### config.mk
export PLATFORM = sky130hd
export DESIGN_NAME = imm_gen_pipe_flat
export DESIGN_NICKNAME = d
export VERILOG_FILES = /design/src/rtl/imm_gen_pipe_if.sv /design/src/rtl/imm_gen_pipe.sv /design/src/flat_wrapper.sv
export SDC_FILE = /design/constraint.sdc
export NUM_CORES = 1
export LEC_CHECK = 0
export CORE_MARGIN = 2
export CORE_UTILIZATION = 57
export DETAILED_ROUTE_END_ITERATION = 12
export DONT_BUFFER_PORTS = 1
export GPL_ROUTABILITY_DRIVEN = 0
export GPL_TIMING_DRIVEN = 0
export PLACE_DENSITY = 0.72
export REMOVE_ABC_BUFFERS = 1
export SETUP_SLACK_MARGIN = 0.15
export SYNTH_ARGS = -nofsm -noshare
export SYNTH_HDL_FRONTEND = slang
export SYNTH_SLANG_ARGS = --single-unit
### constraint.sdc
create_clock -name clk -period 2.1 [get_ports clk]
set_clock_uncertainty 0.2 [all_clocks]
set_input_delay 0.105 -clock clk [delete_from_list [all_inputs] [get_ports clk]]
set_output_delay 0.105 -clock clk [all_outputs]
set_load 0.005 [all_outputs]
### src/rtl/imm_gen_pipe_if.sv
// Handshake bundle for imm_gen_pipe: instruction/immsrc in, immediate out.
// The slave modport is the generator side; the master modport is the producer/consumer side.
interface imm_gen_pipe_if #(
  parameter int unsigned XLEN = 32
);
  logic            in_valid;
  logic            in_ready;
  logic [31:0]     instruction;
  logic [2:0]      immsrc;
  logic            out_valid;
  logic            out_ready;
  logic [XLEN-1:0] imm_out;
  logic            imm_err;

  modport master (
    output in_valid, instruction, immsrc, out_ready,
    input  in_ready, out_valid, imm_out, imm_err
  );

  modport slave (
    input  in_valid, instruction, immsrc, out_ready,
    output in_ready, out_valid, imm_out, imm_err
  );
endinterface

### src/rtl/imm_gen_pipe.sv
// Registered RISC-V immediate generator with a 2-entry skid buffer, flush,
// and a saturating illegal-type counter.
module imm_gen_pipe #(
  parameter int unsigned XLEN      = 32,
  parameter int unsigned AUTO_DEC  = 0,
  parameter int unsigned ERR_CNT_W = 8
) (
  input  logic                 clk,
  input  logic                 rst,
  input  logic                 flush,
  input  logic                 err_clr,
  output logic [ERR_CNT_W-1:0] err_count,
  imm_gen_pipe_if.slave        bus
);

  typedef enum logic [2:0] {
    T_I   = 3'b000,
    T_S   = 3'b001,
    T_B   = 3'b010,
    T_U   = 3'b011,
    T_J   = 3'b100,
    T_Z   = 3'b101,
    T_SH  = 3'b110,
    T_ERR = 3'b111
  } imm_type_e;

  typedef enum logic [1:0] {
    S_EMPTY,
    S_ONE,
    S_TWO
  } occ_e;

  occ_e            state, state_nx;
  imm_type_e       typ;
  logic [XLEN-1:0] imm_c;
  logic            err_c;
  logic            accept;
  logic            ld_main, ld_skid, mv_skid;
  logic [XLEN-1:0] main_imm, skid_imm;
  logic            main_err, skid_err;

  function automatic logic [XLEN-1:0] sext32(input logic [31:0] v);
    logic [XLEN-1:0] r;
    r       = {XLEN{v[31]}};
    r[31:0] = v;
    return r;
  endfunction

  always_comb begin
    typ = T_ERR;
    if (AUTO_DEC != 0) begin
      case (bus.instruction[6:0])
        7'b0010011: typ = (bus.instruction[13:12] == 2'b01) ? T_SH : T_I;
        7'b0000011,
        7'b1100111: typ = T_I;
        7'b0100011: typ = T_S;
        7'b1100011: typ = T_B;
        7'b0110111,
        7'b0010111: typ = T_U;
        7'b1101111: typ = T_J;
        7'b1110011: typ = bus.instruction[14] ? T_Z : T_I;
        default:    typ = T_ERR;
      endcase
    end else begin
      typ = imm_type_e'(bus.immsrc);
    end
  end

  always_comb begin
    imm_c = '0;
    err_c = 1'b0;
    case (typ)
      T_I:  imm_c = sext32({{20{bus.instruction[31]}}, bus.instruction[31:20]});
      T_S:  imm_c = sext32({{20{bus.instruction[31]}}, bus.instruction[31:25],
                            bus.instruction[11:7]});
      T_B:  imm_c = sext32({{19{bus.instruction[31]}}, bus.instruction[31],
                            bus.instruction[7], bus.instruction[30:25],
                            bus.instruction[11:8], 1'b0});
      T_U:  imm_c = sext32({bus.instruction[31:12], 12'b0});
      T_J:  imm_c = sext32({{11{bus.instruction[31]}}, bus.instruction[31],
                            bus.instruction[19:12], bus.instruction[20],
                            bus.instruction[30:21], 1'b0});
      T_Z:  imm_c[4:0] = bus.instruction[19:15];
      T_SH: begin
        if (XLEN == 64) imm_c[5:0] = bus.instruction[25:20];
        else            imm_c[4:0] = bus.instruction[24:20];
      end
      default: err_c = 1'b1;
    endcase
  end

  // in_ready comes only from the occupancy register, never from out_ready.
  assign bus.in_ready  = (state != S_TWO);
  assign bus.out_valid = (state != S_EMPTY);
  assign bus.imm_out   = main_imm;
  assign bus.imm_err   = main_err;
  assign accept        = bus.in_valid & bus.in_ready & ~flush;

  always_ff @(posedge clk or posedge rst) begin
    if (rst) state <= S_EMPTY;
    else     state <= state_nx;
  end

  always_comb begin
    state_nx = state;
    ld_main  = 1'b0;
    ld_skid  = 1'b0;
    mv_skid  = 1'b0;
    if (flush) begin
      state_nx = S_EMPTY;
    end else begin
      case (state)
        S_EMPTY: begin
          if (accept) begin
            ld_main  = 1'b1;
            state_nx = S_ONE;
          end
        end
        S_ONE: begin
          if (bus.out_ready) begin
            if (accept) ld_main = 1'b1;
            else        state_nx = S_EMPTY;
          end else if (accept) begin
            ld_skid  = 1'b1;
            state_nx = S_TWO;
          end
        end
        S_TWO: begin
          if (bus.out_ready) begin
            mv_skid  = 1'b1;
            state_nx = S_ONE;
          end
        end
        default: state_nx = S_EMPTY;
      endcase
    end
  end

  always_ff @(posedge clk or posedge rst) begin
    if (rst) begin
      main_imm <= '0;
      main_err <= 1'b0;
      skid_imm <= '0;
      skid_err <= 1'b0;
    end else begin
      if (mv_skid) begin
        main_imm <= skid_imm;
        main_err <= skid_err;
      end else if (ld_main) begin
        main_imm <= imm_c;
        main_err <= err_c;
      end
      if (ld_skid) begin
        skid_imm <= imm_c;
        skid_err <= err_c;
      end
    end
  end

  always_ff @(posedge clk or posedge rst) begin
    if (rst) begin
      err_count <= '0;
    end else if (err_clr) begin
      err_count <= '0;
    end else if (accept && err_c && (err_count != '1)) begin
      err_count <= err_count + ERR_CNT_W'(1);
    end
  end

endmodule

### src/flat_wrapper.sv
// flat-port wrapper written by rule: the top's interface ports become plain ports
module imm_gen_pipe_flat 
#(
  parameter int unsigned XLEN      = 32,
  parameter int unsigned AUTO_DEC  = 0,
  parameter int unsigned ERR_CNT_W = 8
)
  (clk, rst, flush, err_clr, err_count, bus_in_valid, bus_instruction, bus_immsrc, bus_out_ready, bus_in_ready, bus_out_valid, bus_imm_out, bus_imm_err);
  imm_gen_pipe_if #(.XLEN(XLEN)) bus_i ();
  input  logic clk;
  input  logic rst;
  input  logic flush;
  input  logic err_clr;
  output logic [ERR_CNT_W-1:0] err_count;
  input wire logic [$bits(bus_i.in_valid)-1:0] bus_in_valid;
  input wire logic [$bits(bus_i.instruction)-1:0] bus_instruction;
  input wire logic [$bits(bus_i.immsrc)-1:0] bus_immsrc;
  input wire logic [$bits(bus_i.out_ready)-1:0] bus_out_ready;
  output wire logic [$bits(bus_i.in_ready)-1:0] bus_in_ready;
  output wire logic [$bits(bus_i.out_valid)-1:0] bus_out_valid;
  output wire logic [$bits(bus_i.imm_out)-1:0] bus_imm_out;
  output wire logic [$bits(bus_i.imm_err)-1:0] bus_imm_err;
  assign bus_i.in_valid = bus_in_valid;
  assign bus_i.instruction = bus_instruction;
  assign bus_i.immsrc = bus_immsrc;
  assign bus_i.out_ready = bus_out_ready;
  assign bus_in_ready = bus_i.in_ready;
  assign bus_out_valid = bus_i.out_valid;
  assign bus_imm_out = bus_i.imm_out;
  assign bus_imm_err = bus_i.imm_err;
  imm_gen_pipe #(.XLEN(XLEN), .AUTO_DEC(AUTO_DEC), .ERR_CNT_W(ERR_CNT_W)) u_core (.clk(clk), .rst(rst), .flush(flush), .err_clr(err_clr), .err_count(err_count), .bus(bus_i));
endmodule
Yosys cells after proc, flatten, opt, wreduce, memory -nomap -nowiden --
Cells that the tools add are included.
Storage, ports and cells: register bits after elaboration 76, output and inout port bits 43, logic and storage cells 61
Cells by class: mux-type cells 26, add/sub/neg operators 1, eq/ne operators 14, reductions and logical operators 11, bitwise logic cells 3
Operators with widths (number):
- $pmux 27 s4 | 1
- $mux 32 | 2
- $pmux 5 s5 | 1
- $mux 8 | 2
- $mux 1 | 12
- $mux 2 | 6
- $eq 3x3->1 const B | 3
- $add 8x1->8 const B | 1
- $ne 8x8->1 const B | 1
- $reduce_or 7->1 | 1
- $eq 3x2->1 const B | 2
- $pmux 2 s3 | 1
- $reduce_bool 2->1 | 3
- $ne 4x3->1 const B | 1
- $ne 4x4->1 const B | 1
- $reduce_and 4->1 | 1
- $reduce_or 2->1 | 2
- $eq 3x1->1 const B | 1
- $logic_not 3->1 | 1
- $ne 3x2->1 const B | 1
- $ne 3x3->1 const B | 1
- $and 1x1->1 | 2
- $eq 2x1->1 const B | 1
- $eq 2x2->1 const B | 1
- 5 further kinds | 6

Longest topological paths before layout --
depth after elaboration 9, depth in mapped cells 7, gate-level depth less buffers 5

Worst setup path before layout --
No wires, ideal clock.
path type register -> register, from reg u_core.state[1], to reg u_core.err_count[7], library setup time 0.120 ns, path buffers 0, arrival time 1.672 ns, period minus slack after synthesis 1.992 ns, data required time 1.780 ns, cell stages (with the launch flop) 5, setup slack 0.108 ns, cells stage by stage dfrtp_1 nor2b_1 or4_4 or4_1 and3_1
Between the ends: longest elaborated chain between the ends 6
Ends and longest elaborated chain:
- start, declared | line imm_gen_pipe.sv:33 | occ_e state, state_nx;
- start signal, assigned | line imm_gen_pipe.sv:101 | else state <= state_nx;
- $ne 2x2->1 | line imm_gen_pipe.sv:93 | assign bus.in_ready = (state != S_TWO);
- $and 1x1->1 (2 in a row) | line imm_gen_pipe.sv:97 | assign accept = bus.in_valid & bus.in_ready & ~flush;
- $logic_and 1x1->1 (2 in a row) | line imm_gen_pipe.sv:165 | end else if (accept && err_c && (err_count != '1)) begin
- $reduce_bool 2->1 (no source line)
- end signal, assigned | line imm_gen_pipe.sv:166 | err_count <= err_count + ERR_CNT_W'(1);
- end, declared | line imm_gen_pipe.sv:12 | output logic [ERR_CNT_W-1:0] err_count,
Every way passes these cells. A chain may end at the register's enable or synchronous reset.

Worst setup path in the final report --
from reg u_core.err_count[2], to reg u_core.err_count[7]
Between the ends: longest elaborated chain between the ends 3
Ends and longest elaborated chain (line):
- $add 8x1->8 or $ne 8x8->1 (tied branches) | imm_gen_pipe.sv:166, imm_gen_pipe.sv:165
- $mux 8 or $logic_and 1x1->1 (tied branches) | imm_gen_pipe.sv:165
- $mux 8 or $reduce_bool 2->1 (tied branches)
Parallel ways exist; a longest one is shown, timed or not. The select of a mux whose other input is x is not followed.

==> results_dict.tcl <==
set metrics [dict create \
    cts.sinks 76 \
    dpl-instance-area_sq_um 3764 \
    critPathSlowestCell "or4_4" \
    ys_seq_elements 76 \
    routed_wl_um 9328 \
    drc_errors 0 \
    dieArea_sq_um 7059 \
    synth_area_leaders "dfrtp_1 52%, a21o_1 4.9%, mux2_2 4.9%, nand2_1 4.9%, a22o_1 3.8%" \
    start_util 0.5814 \
    setup_tns_ns 0 \
    grt_pass1_wl_um 15280 \
    wl_per_cell_um 19.27 \
    cts_buffers 9 \
    vias 2971 \
    finalSetupViolations 0 \
    htree_levels 3 \
    slew_viol_final 0 \
    core_area_sq_um 6277 \
    post-route-period-util 0.9349 \
    grt_usage 0.2708 \
    endpoint_kind "flop" \
    final_layout_size_suffix_gt1_frac 0.1744 \
    syn2layout_area_growth_pct 22.59 \
    grt_start_max_net_pins 59 \
    cts.clk_slew.worst_paths_ns 0.08 \
    max_slew_margin 0.2807 \
    dieWidth_um 84.02 \
    drtAntennaViolNets 0 \
    synth_edf_count 0 \
    post-dp-hpwl_um 5544 \
    grt_antenna_before_repair 0 \
    fin_nets 444 \
    hp-class "in -> reg" \
    io_pins 84 \
    netlist.top_cell.by_area "dfrtp_1" \
    synth_common_cells "76 x dfrtp_1, 48 x nand2_1, 26 x o21ai_0, 24 x a21o_1, 22 x a21oi_1" \
    start_kind "flop" \
    drtIter0Drc 192 \
    dr.pass1.iters 4 \
    worstMarginPinSlew_ns 1.079 \
    num_rows 29 \
    crit_chain "nand3_2 > or4_4 > or4_1 > and3_1" \
    p_leak_uw 0.002157 \
    timing.final.crit_period_ns 1.963 \
    port_buffers 0 \
    vdd_drop_max_mv 0.5650 \
    worstPathArrival_ns 2.00 \
    finalPower_uw 3471 \
    cp_num_buf_inv 0 \
    clk_path_buf_depth 2 \
    rsz0062_at_grt "yes" \
    cts_root_buf "clkbuf_8" \
    synthDistinctLibCells 46 \
    worst-path-max-fanout 6 \
    cp.required_ns 2.14 \
    synth_area_sq_um 3650 \
    yosysSeqAreaShare 0.5211 \
    synth_top_flop_cell "dfrtp_1" \
    max-cap-violations 0 \
    max_freq_mhz 509.3 \
    synth_cells 364 \
    path_delay_family "simple AND/OR/NAND/NOR gates" \
    grt_pass1_vias 3115 \
    cts_tree "done" \
    routed_via_density 6.138 \
    synth.most_common_cell "dfrtp_1" \
    p_per_area_nw_per_um2 775.8 \
    postLayoutCellArea_sq_um 4474 \
    diodes 0 \
    gr-total-overflow 0 \
    syn_area_per_cell_sq_um 10.03 \
    worst_skew_pair.late_latency_ns 0.35 \
    crit_path_max_incr_delay_ns 0.53 \
    synth_warnings 0 \
    path_class "reg -> reg" \
    die_y_um 84.02 \
    async_reset_ff_frac 1.000 \
    hold_violations 0 \
    status "finished clean" \
    yosysTopAreaCellShare 0.5211 \
]
registers in the layout, indices dropped and copies added (netlist names):
name	count
u_core.bus.imm_err	1
u_core.bus.imm_out	32
u_core.err_count	8
u_core.skid_err	1
u_core.skid_imm	32
u_core.state	2
metal layers:
metal,track usage,part of all wire
met5,0,0
met4,0.1041,0.023
met3,0.08111,0.065
met2,0.4120,0.47
met1,0.3668,0.44
final cells by class:
cell class                      instances  area (sq um)
Sequential cell                        76          1907
Timing Repair Buffer                   51         530.5
Tap cell                               77         96.34
Fill cell                             458          1803
Multi-Input combinational cell        253          1728
Clock inverter                          5         27.53
Clock buffer                           11         141.4
Inverter                               11         43.79
metrics by stage:
stage               utilization  worst slack [ns]  std cells  hold WS, ns
floorplan                     -            -2.073        339     -0.03186
global placement         0.5808            -5.384        416     -0.02627
detailed placement       0.5996           -0.2402        420      -0.2563
CTS                      0.6976           0.09624        478     0.007194
global route             0.7128            0.1086        484      0.02536
finish                   0.7128            0.1367        484     0.005755
logic make-up (layout without fill, tap and decap cells):
group                      after synthesis  after routing  share of synthesized area
muxes                                   24             24                    0.07199
adders and majority gates                1              1                   0.003428
AOI/OAI and AO/OA                      122            123                     0.2249
and+or+nand+nor                        104            104                     0.1375
DFF                                     76             76                     0.5211
buffers and inverters                   36             78                    0.03874
xor gates and xnor gates                 1              1                   0.002400
where the power goes:
part | total (uW) | internal (uW) | switching, uW
Sequential | 1900 | 1720 | 172
Clock | 984 | 454 | 531
Combinational | 591 | 306 | 285
Total | 3470 | 2480 | 987
worst reg2reg max path: cells and delay by family (launching register included):
kind,cells,cell delay (ns)
DFF,1,0.43
and+or+nand+nor,4,1.23
worst paths after layout:
check | slack, ns | end | cells past startpoint | from
min in group asynchronous | 0.09 | u_core.bus.imm_out[9] | 3 | rst
hold reg to reg | 0.28 | u_core.skid_imm[11] | 2 | u_core.skid_imm[11]
max in group asynchronous | 0.41 | u_core.skid_imm[28] | 3 | rst
setup reg to reg | 0.14 | u_core.err_count[7] | 4 | u_core.err_count[2]
hold / removal | 0.006 | u_core.skid_imm[3] | 4 | bus_instruction[10]
setup / recovery | 0.14 | u_core.err_count[7] | 4 | u_core.err_count[2]
repair_timing:
item,CTS,global route
setup buffers,7,4
gates cloned,0,1
pin swaps,4,2
hold buffers,35,1
endpoints found under the hold margin,152,2
resized for setup,11,10
endpoints found under the setup margin,70,50
cells in the final DEF (no fill, tap or decap), types with 4 or more instances in the layout:
| master | instances |
|---|---|
| dfrtp_2 | 4 |
| dlygate4sd3_1 | 35 |
| a211oi_1 | 4 |
| dfrtp_1 | 72 |
| nor2_1 | 21 |
| a221oi_1 | 6 |
| buf_4 | 10 |
| nand2b_1 | 4 |
| clkbuf_8 | 10 |
| nand2_1 | 47 |
| clkinv_2 | 4 |
| o21ai_1 | 4 |
| o21ai_0 | 26 |
| a21oi_1 | 20 |
| a22o_1 | 16 |
| mux2_2 | 16 |
| nor3_1 | 4 |
| a22oi_1 | 9 |
| mux2i_1 | 6 |
| inv_1 | 10 |
| nand3b_1 | 5 |
| a21o_1 | 24 |
No activity file was read; power rests on OpenSTA's default activity.
